==> config.mk <==
export PLATFORM = sky130hd
export DESIGN_NAME = encoder_param_controller
export DESIGN_NICKNAME = d
export VERILOG_FILES = /design/src/rtl/encoder_param_pkg.sv /design/src/rtl/switch_debouncer.sv /design/src/rtl/encoder_param_controller.sv
export SDC_FILE = /design/constraint.sdc
export NUM_CORES = 1
export LEC_CHECK = 0
export BUFFER_PORTS_ARGS = -buffer_cell sky130_fd_sc_hd__buf_2
export CAP_MARGIN = 20
export CORE_MARGIN = 3
export CORE_UTILIZATION = 55
export DETAILED_ROUTE_END_ITERATION = 12
export PLACE_DENSITY_LB_ADDON = 0.1
export SETUP_SLACK_MARGIN = 0.05
export SYNTH_ARGS = -nofsm -noshare
export SYNTH_HDL_FRONTEND = slang
export SYNTH_SLANG_ARGS = --single-unit
==> constraint.sdc <==
create_clock -name clk -period 10.5 [get_ports clk]
set_input_delay 2.625 -clock clk [delete_from_list [all_inputs] [get_ports clk]]
set_output_delay 2.625 -clock clk [all_outputs]
set_load 0.005 [all_outputs]
==> src/rtl/encoder_param_pkg.sv <==
// Shared types and arithmetic for the encoder parameter controller.
package encoder_param_pkg;

  typedef enum logic [1:0] {
    IDLE   = 2'd0,
    APPLY  = 2'd1,
    NOTIFY = 2'd2
  } state_t;

  // Wide signed add followed by a clamp, used for both values and the step accumulator
  function automatic int add_clamp(input int x, input int y, input int lo, input int hi);
    int s;
    s = x + y;
    if (s < lo) s = lo;
    else if (s > hi) s = hi;
    return s;
  endfunction

endpackage

==> src/rtl/switch_debouncer.sv <==
// Push-switch conditioning: 2-flop synchronizer, stability counter, one-cycle press pulse.
module switch_debouncer #(
  parameter int DEBOUNCE_CYCLES = 500000
) (
  input  logic clk,
  input  logic reset,
  input  logic i_sw,
  output logic o_press
);

  localparam int CNT_W = $clog2(DEBOUNCE_CYCLES + 1);

  logic [1:0]       r_sync;
  logic             r_cand;
  logic             r_stable;
  logic             r_press;
  logic [CNT_W-1:0] r_cnt;

  always_ff @(posedge clk) begin
    if (!reset) begin
      r_sync   <= 2'b11;
      r_cand   <= 1'b1;
      r_stable <= 1'b1;
      r_cnt    <= '0;
      r_press  <= 1'b0;
    end else begin
      r_sync  <= {r_sync[0], i_sw};
      r_press <= 1'b0;
      // Any change of the synced level restarts the stability window
      if (r_sync[1] != r_cand) begin
        r_cand <= r_sync[1];
        r_cnt  <= '0;
      end else if (r_cand != r_stable) begin
        if (r_cnt == CNT_W'(DEBOUNCE_CYCLES - 1)) begin
          r_stable <= r_cand;
          r_press  <= ~r_cand;
        end else begin
          r_cnt <= r_cnt + 1'b1;
        end
      end
    end
  end

  assign o_press = r_press;

endmodule

==> src/rtl/encoder_param_controller.sv <==
// Rotary encoder shared across NUM_PARAMS saturating parameter registers,
// with a valid/ready update channel toward the display writer.
module encoder_param_controller
  import encoder_param_pkg::*;
#(
  parameter int NUM_PARAMS      = 4,
  parameter int VAL_W           = 8,
  parameter int MAX_VAL         = 255,
  parameter int INIT_VAL        = 0,
  parameter int DEBOUNCE_CYCLES = 500000,
  parameter int PEND_MAX        = 15
) (
  input  logic                          clk,
  input  logic                          reset,
  input  logic                          a,
  input  logic                          b,
  input  logic                          sw,
  output logic [$clog2(NUM_PARAMS)-1:0] sel,
  output logic [NUM_PARAMS*VAL_W-1:0]   values,
  output logic                          upd_valid,
  input  logic                          upd_ready,
  output logic [$clog2(NUM_PARAMS)-1:0] upd_idx,
  output logic [VAL_W-1:0]              upd_value
);

  localparam int SEL_W  = $clog2(NUM_PARAMS);
  localparam int PEND_W = $clog2(PEND_MAX + 1) + 1;

  logic [1:0]               r_a_sync;
  logic [1:0]               r_b_sync;
  logic                     r_prev_a;
  state_t                   r_state;
  logic [SEL_W-1:0]         r_sel;
  logic signed [PEND_W-1:0] r_pend;
  logic [VAL_W-1:0]         r_val [NUM_PARAMS];
  logic                     r_upd_valid;
  logic [SEL_W-1:0]         r_upd_idx;
  logic [VAL_W-1:0]         r_upd_value;

  logic             w_press;
  logic             w_detent;
  int               w_step;
  logic [VAL_W-1:0] w_cur;
  logic [VAL_W-1:0] w_new;

  switch_debouncer #(
    .DEBOUNCE_CYCLES(DEBOUNCE_CYCLES)
  ) u_switch_debouncer (
    .clk    (clk),
    .reset  (reset),
    .i_sw   (sw),
    .o_press(w_press)
  );

  always_ff @(posedge clk) begin
    if (!reset) begin
      r_a_sync <= 2'b11;
      r_b_sync <= 2'b11;
      r_prev_a <= 1'b1;
    end else begin
      r_a_sync <= {r_a_sync[0], a};
      r_b_sync <= {r_b_sync[0], b};
      r_prev_a <= r_a_sync[1];
    end
  end

  assign w_detent = r_a_sync[1] & ~r_prev_a;

  always_comb begin
    w_step = 0;
    if (w_detent) w_step = r_b_sync[1] ? 1 : -1;
    w_cur = r_val[r_sel];
    w_new = VAL_W'(add_clamp(int'(w_cur), int'(r_pend), 0, MAX_VAL));
  end

  always_ff @(posedge clk) begin
    if (!reset) begin
      r_state     <= IDLE;
      r_sel       <= '0;
      r_pend      <= '0;
      r_upd_valid <= 1'b0;
      r_upd_idx   <= '0;
      r_upd_value <= '0;
      for (int i = 0; i < NUM_PARAMS; i++) r_val[i] <= VAL_W'(INIT_VAL);
    end else begin
      // A press discards any pending steps, including a detent in the same cycle
      if (w_press) begin
        r_sel  <= (r_sel == SEL_W'(NUM_PARAMS - 1)) ? '0 : r_sel + 1'b1;
        r_pend <= '0;
      end else if (r_state == APPLY) begin
        r_pend <= PEND_W'(w_step);
      end else begin
        r_pend <= PEND_W'(add_clamp(int'(r_pend), w_step, -PEND_MAX, PEND_MAX));
      end

      case (r_state)
        IDLE: begin
          if (r_pend != '0) r_state <= APPLY;
        end
        APPLY: begin
          r_val[r_sel] <= w_new;
          if (w_new == w_cur) begin
            r_state <= IDLE;
          end else begin
            r_upd_idx   <= r_sel;
            r_upd_value <= w_new;
            r_upd_valid <= 1'b1;
            r_state     <= NOTIFY;
          end
        end
        NOTIFY: begin
          if (upd_ready) begin
            r_upd_valid <= 1'b0;
            r_state     <= IDLE;
          end
        end
        default: r_state <= IDLE;
      endcase
    end
  end

  for (genvar g = 0; g < NUM_PARAMS; g++) begin : g_values
    assign values[g*VAL_W +: VAL_W] = r_val[g];
  end

  assign sel       = r_sel;
  assign upd_valid = r_upd_valid;
  assign upd_idx   = r_upd_idx;
  assign upd_value = r_upd_value;

endmodule
==> key figures, run 1 <==
Synth
  – Post-Syn Nets: between 500 and 600
  – Most frequent cell after synthesis: nor2_1
  – Post-Syn Area per Cell: 9.42 um^2
  – Main synth FF type: dfxtp_1
  – Post-synth EDFFs: 32
  – Synth unique cells: 76
  – FF+latch count, synth: slightly above 80
  – Synth warnings: 0
  – Post-synth top area share: 20.8%
  – Synth cell count leaders: 69 x nor2_1, 51 x dfxtp_1, 47 x nand2_1, 32 x edfxtp_1
  – Seq/Total Area, Yosys: about two fifths
  – Biggest area consumer among synthesized cells: dfxtp_1
  – Largest cells by area after synthesis: dfxtp_1 21%, edfxtp_1 20%, ha_1 6.1%
  – Ys async rst share: 0%
  – Cell Area, Synth: a little under 0.005 mm^2
  – Synthesized netlist cell count: between 500 and 600

Place
  – Pre-CTS WS: 5.77 ns
  – Port Buffer Count: 50
  – Placed Area: 0.00517 mm^2
  – Routability Congestion: around 0.82
  – Dpl hpwl: ~8700 um

Timing
  – Final hold vios: 0
  – Fmax: between 200 and 250 MHz
  – RSZ-0062 raised after global routing: false
  – Least-Margin Pin Slew: about 0.98 ns
  – Max Clock Skew: around 0.011 ns
  – Final-report setup violation count: 0
  – Relative slew slack: between 30 and 40%
  – Crit share post-route: approximately 45%
  – Final Max Tran Viols: 0
  – Final min period: ~4.7 ns
  – Final WS setup: ~5.8 ns
  – Setup tns final: 0 ns

Drt
  – Pre-antenna DRT Iters: 4
  – Via count: just under 4k
  – Initial drt markers: between 200 and 300
  – Vias per inst: between 5 and 6
  – Post-DRT Antenna Nets: 0
  – Routed wire per std cell: roughly 17 um
  – DRC: 0
  – DRT Wirelength: approximately 12,000 um

GRT
  – Initial antenna violation count: 0
  – Vias in the first global route: between 3k and 4k
  – Global-route wire length before repair: 18,600 um
  – GR Util All Layers: approximately a quarter
  – Overflow after GRT: 0
  – Pin count of the biggest net entering global routing: 43

Floorplanning
  – Die Y: between 100 and 150 um
  – Core ar.: 0.00842 mm^2
  – Initial Util: about three fifths
  – Die width: between 100 and 150 um
  – FP Rows: 33
  – I/O pins: ~50
  – Die footprint: 0.0101 mm^2

CTS
  – Setup repair bufs after CTS: 0
  – Clock transition at path regs: 0.08 ns
  – Post-CTS Resized: 0
  – Hold buffer count at CTS: 0
  – CTS tree: done
  – Max Buffers Root-to-Sink: 2
  – CTS sink count: between 80 and 90
  – Clock root buffer master: clkbuf_8
  – H-tree levels: 3
  – CTS Buf Count: 9
  – Worst skew pair latency: between 0.3 and 0.4 ns

Cells and area
  – Layout cell share with drive strength beyond 1: approximately 17%
  – Fillers: just over 700
  – Storage cell area: 0.00198 mm^2
  – Post-route cell area: 0.00538 mm^2
  – Area of the multi-input gates: 0.00269 mm^2
  – Area Overhead vs Synth: 9.64%
  – ANT cells: 0
  – Fin nets: roughly 600

Pwr
  – Power per cell area: ~250 mW/mm^2
  – Maximum vdd drop: 0.000127 V
  – Leakage: about 2.2 nW

Worst setup path
  – Crit path DAT: between 4 and 5 ns
  – Worst Path Class, Setup: flop to flop
  – Crit. End Element: flop
  – Worst Setup Start Kind: flop
  – CP required: roughly 11 ns
  – CP Max Fanout: 12

Worst hold path
  – Hold WC Path Type: flop to flop

Run status
  – Run status: finished clean

Job
  – Max-Cap Viols: 0
[sequential cells by signal, indices dropped and copies added (netlist names), named ones only]
name                         cells
r_a_sync                         2
r_b_sync                         2
r_pend                           5
r_prev_a                         1
r_state                          2
r_val                           32
sel                              2
u_switch_debouncer.o_press       1
u_switch_debouncer.r_cand        1
u_switch_debouncer.r_cnt        19
u_switch_debouncer.r_stable      1
u_switch_debouncer.r_sync        2
upd_idx                          2
upd_valid                        1
upd_value                        8
[cells in the final DEF (no fill, tap or decap), types with 3 or more instances in the layout]
cell / instances
nor3b_1: 7
edfxtp_1: 32
nor2_1: 69
a21oi_1: 17
o22ai_1: 5
dfxtp_1: 51
nor2b_1: 4
nand3_1: 12
buf_2: 50
nand2_1: 47
xnor2_1: 11
nor3_1: 15
a31oi_1: 3
mux4_2: 7
nand4_1: 14
mux2i_1: 12
a22oi_1: 3
o21ai_0: 21
o21a_1: 8
o21ai_1: 5
a211oi_1: 4
xor2_1: 13
inv_1: 24
nor4_1: 10
clkinvlp_4: 3
or3_1: 10
ha_1: 24
buf_4: 3
clkbuf_8: 9
or4_1: 3
nand2b_1: 9
a21o_1: 4
[path summary, 6_finish.rpt]
kind	cells past startpoint	to	start	slack, ns
hold reg to reg	1	r_a_sync[1]$_SDFF_PN1_	r_a_sync[0]$_SDFF_PN1_	0.41
hold / removal	1	r_a_sync[1]$_SDFF_PN1_	r_a_sync[0]$_SDFF_PN1_	0.41
setup reg to reg	13	upd_value[7]$_SDFFE_PN0P_	flop	5.78
setup / recovery	13	upd_value[7]$_SDFFE_PN0P_	flop	5.78
[cell families (layout without fill, tap and decap cells)]
family | count (synthesis) | in the layout | synth area share [%]
flip-flops | 83 | 83 | 40.4
XOR/XNOR | 25 | 25 | 4.61
multiplexers | 23 | 23 | 6.96
adder cells (fa/ha/maj) | 26 | 26 | 6.73
buffers and inverters | 48 | 96 | 4.84
AND/OR/NAND/NOR | 217 | 217 | 22.0
AO/OA/AOI/OAI | 99 | 99 | 14.5
[where the power goes]
part	total, W	switching, W	internal, W
sequential	0.000428	0.0000431	0.000385
clock	0.000227	0.000116	0.000111
combinational	0.000694	0.000429	0.000265
total	0.00135	0.000588	0.000760
[layout make-up]
cell class | count | area share [%]
flip-flops and latches | 83 | 36.8
clock buffers | 9 | 2.30
repair buffers | 54 | 5.16
multi-input cells | 390 | 50.1
well taps | 105 | 2.44
clock inverters | 7 | 1.40
inverters | 26 | 1.81
[critical path: stages, from the launching register on]
cell	delay [ns]
dfxtp_1	0.70
mux4_2	0.65
ha_1	0.23
inv_1	0.07
fa_1	0.25
nor2b_4	0.06
o31a_1	0.30
o41ai_4	0.34
mux2_4	0.41
o21ai_0	0.27
a211oi_2	0.11
o32a_2	0.42
a41oi_4	0.58
mux2i_1	0.25
[metal layers]
layer  up-vias  wire (um)  global-route usage (%)
met5         -          0                       0
met4         0        145                    6.94
met3        14        536                    3.81
met2        90       5630                    37.6
met1      1881       5270                    33.1
li1       1988          -                       -
[stage by stage]
step	hold WS [ns]	cells	power [W]	utilization [%]
floorplan	0.386	521	0.000943	-
global placement	0.390	656	0.00109	61.4
finish	0.410	674	0.00135	63.9
CTS	0.415	672	0.00134	63.7
detailed placement	0.392	656	0.00111	61.4
global route	0.441	674	0.00144	63.9
No activity file was read; power rests on OpenSTA's default activity.
==> run 2, diff against run 1 <==
--- a/config.mk
+++ b/config.mk
@@ -5,6 +5,7 @@
 export SDC_FILE = /design/constraint.sdc
 export NUM_CORES = 1
 export LEC_CHECK = 0
+export ABC_AREA = 1
 export BUFFER_PORTS_ARGS = -buffer_cell sky130_fd_sc_hd__buf_2
 export CAP_MARGIN = 20
 export CORE_MARGIN = 3
==> constraint.sdc (replaced) <==
create_clock -name clk -period 4.64 [get_ports clk]
set_input_delay 1.16 -clock clk [delete_from_list [all_inputs] [get_ports clk]]
set_output_delay 1.16 -clock clk [all_outputs]
set_load 0.005 [all_outputs]
==> run 2 against run 1 <==
Non-clock buffer count is 2 lower; sequential cell count stayed put; cell count is 21% higher; first-iteration DRC count is 12% higher; highest routed layer unchanged.
==> key figures, run 2 <==
Run status
  – Run status: finished clean

Synth
  – Cell Area, Synth: 0.00482 mm^2
  – Synth cell count leaders: 161 x nand2_1, 98 x inv_1, 85 x nor2_1, 51 x dfxtp_1, 48 x a21oi_1
  – Largest cells by area after synthesis: dfxtp_1 21%, edfxtp_1 20%, nand2_1 13%
  – Synthesized netlist cell count: approximately 650
  – Main synth FF type: dfxtp_1
  – Post-Syn Nets: 685
  – Synth warnings: 0
  – Post-Syn Area per Cell: about 7.4 um^2
  – Seq/Total Area, Yosys: between 40% and 50%
  – Biggest area consumer among synthesized cells: dfxtp_1
  – Ys async rst share: 0%
  – Post-synth EDFFs: 32
  – Post-synth top area share: about a fifth
  – Synth unique cells: 40
  – FF+latch count, synth: 83
  – Most frequent cell after synthesis: nand2_1

Timing
  – Setup tns final: 0 ns
  – Max Clock Skew: around 0.012 ns
  – Relative slew slack: 65.7%
  – Crit share post-route: 88.0%
  – Final Max Tran Viols: 0
  – RSZ-0062 raised after global routing: false
  – Final hold vios: 0
  – Fmax: around 240 MHz
  – Least-Margin Pin Slew: about 0.52 ns
  – Final min period: roughly 4.1 ns
  – Final-report setup violation count: 0

Pwr
  – Leakage: about 2.6 nW
  – Total power: between 0.002 and 0.0025 W
  – Maximum vdd drop: ~0.00023 V
  – Power per cell area: around 420 mW/mm^2

CTS
  – Hold buffer count at CTS: 0
  – Setup repair bufs after CTS: 0
  – Clock root buffer master: clkbuf_8
  – CTS sink count: between 80 and 90
  – Post-CTS Resized: 0
  – CTS tree: done
  – CTS Buf Count: 9
  – Max Buffers Root-to-Sink: 2
  – Worst skew pair latency: around 0.37 ns
  – H-tree levels: 3
  – Clock transition at path regs: ~0.09 ns

GRT
  – Global-route wire length before repair: approximately 20,000 um
  – Initial antenna violation count: 0
  – Vias in the first global route: 4,137
  – Overflow after GRT: 0
  – GR Util All Layers: 25.9%
  – Pin count of the biggest net entering global routing: 20

Drt
  – Pre-antenna DRT Iters: 5
  – DRT Wirelength: ~12,000 um
  – Via count: roughly 4.4k
  – Post-DRT Antenna Nets: 0
  – DRC: 0
  – Vias per inst: 5.45
  – Initial drt markers: 316
  – Routed wire per std cell: between 15 and 20 um

Cells and area
  – Storage cell area: approximately 0.002 mm^2
  – Biggest register: r_val
  – Leading cell types in the layout, fill and taps excluded: 161 x nand2_1, 97 x inv_1, 85 x nor2_1
  – Area of the multi-input gates: between 0.002 and 0.0025 mm^2
  – ANT cells: 0
  – Leading cell type in the layout, fill and taps excluded: nand2_1
  – Largest register FFs: 32
  – Area Overhead vs Synth: 11.5%
  – Fin cells: roughly 800
  – Layout cell share with drive strength beyond 1: around an eighth
  – Fillers: between 700 and 800
  – Fin nets: around 740
  – Post-route cell area: approximately 0.0054 mm^2

Worst setup path
  – Setup crit end: upd_value[2]$_SDFFE_PN0P_
  – CP required: 4.92 ns
  – Worst Reg-to-Reg Cells: 22
  – Worst Setup Start Kind: flop
  – Crit. End Element: flop
  – Worst Path Class, Setup: flop to flop
  – Crit path DAT: approximately 4.4 ns
  – Worst R2R Setup Slack: about 0.56 ns
  – CP Max Fanout: 16
  – Worst R2R End: upd_value[2]$_SDFFE_PN0P_

Floorplanning
  – I/O pins: a little over 50
  – Die Y: ~100 um
  – Initial Util: between 50% and 60%
  – Die footprint: 0.00992 mm^2
  – Core ar.: ~0.0084 mm^2
  – FP Rows: 33
  – Die width: around 100 um

Place
  – Routability Congestion: 0.978
  – Port Buffer Count: 50
  – Placed Area: between 0.005 and 0.006 mm^2
  – Placed instance count: about 800
  – Dpl hpwl: 9670 um

Job
  – Max-Cap Viols: 0

Worst hold path
  – Hold WC Path Type: flop to flop
[run 2: kinds of logic after synthesis]
group	synth area share (%)
flops	41.1
compound gates	9.53
fa+ha+maj	6.64
buf+inv	9.16
xor+xnor	2.75
simple gates	30.8
[run 2: worst min path at each step]
stage / from / endpoint / cells after the start
floorplan: r_a_sync[0]$_SDFF_PN1_ / r_a_sync[1]$_SDFF_PN1_ / 1
global placement: r_a_sync[0]$_SDFF_PN1_ / r_a_sync[1]$_SDFF_PN1_ / 1
detailed placement: u_switch_debouncer.r_sync[0]$_SDFF_PN1_ / u_switch_debouncer.r_sync[1]$_SDFF_PN1_ / 1
CTS: u_switch_debouncer.r_sync[0]$_SDFF_PN1_ / u_switch_debouncer.r_sync[1]$_SDFF_PN1_ / 1
global route: r_a_sync[0]$_SDFF_PN1_ / r_a_sync[1]$_SDFF_PN1_ / 1
finish: u_switch_debouncer.r_sync[0]$_SDFF_PN1_ / u_switch_debouncer.r_sync[1]$_SDFF_PN1_ / 1
[run 2: cell type report]
type                       instances  area share (%)
clock buffer                       9            2.30
clock inverter                     7            1.84
inverter                          99            6.98
multi-input combinational        460            44.6
sequential                        83            36.9
tap                              105            2.44
timing repair buffer              52            4.93
[run 2: layer usage]
layer	global-route usage, %	part of all wire, %	vias up
met1	34.7	44	2039
met5	0	0	-
met4	8.51	1.8	0
met3	4.56	6.0	18
li1	-	-	2238
met2	42.6	48	150
[run 2: critical path, cell delays in order, from the launching register on]
cell,delay (ns)
dfxtp_1,0.34
inv_1,0.38
a21oi_1,0.10
a32oi_1,0.37
ha_1,0.28
inv_1,0.07
fa_1,0.41
inv_1,0.10
nand2_1,0.06
nand2_2,0.07
nand2_1,0.05
nand2_1,0.10
nand4_1,0.31
nand3_1,0.21
nand2_1,0.24
nand2_1,0.14
nand2_1,0.07
nand2_1,0.06
nor2_1,0.05
nand2_2,0.18
nand2_2,0.19
nor2_1,0.14
nor2_1,0.06
[run 2: metrics by stage]
stage / worst slack (ns) / hold WS, ns / utilization [%]
floorplan: 1.34 / 0.393 / -
global placement: 0.573 / 0.398 / 61.4
detailed placement: 0.440 / 0.407 / 61.4
CTS: 0.408 / 0.427 / 64.1
global route: 0.186 / 0.446 / 64.1
finish: 0.556 / 0.425 / 64.1
[run 2: where the power goes]
group          switching, W  internal, W
sequential        0.0000704     0.000856
combinational      0.000485     0.000255
clock              0.000286     0.000306
total              0.000842      0.00142
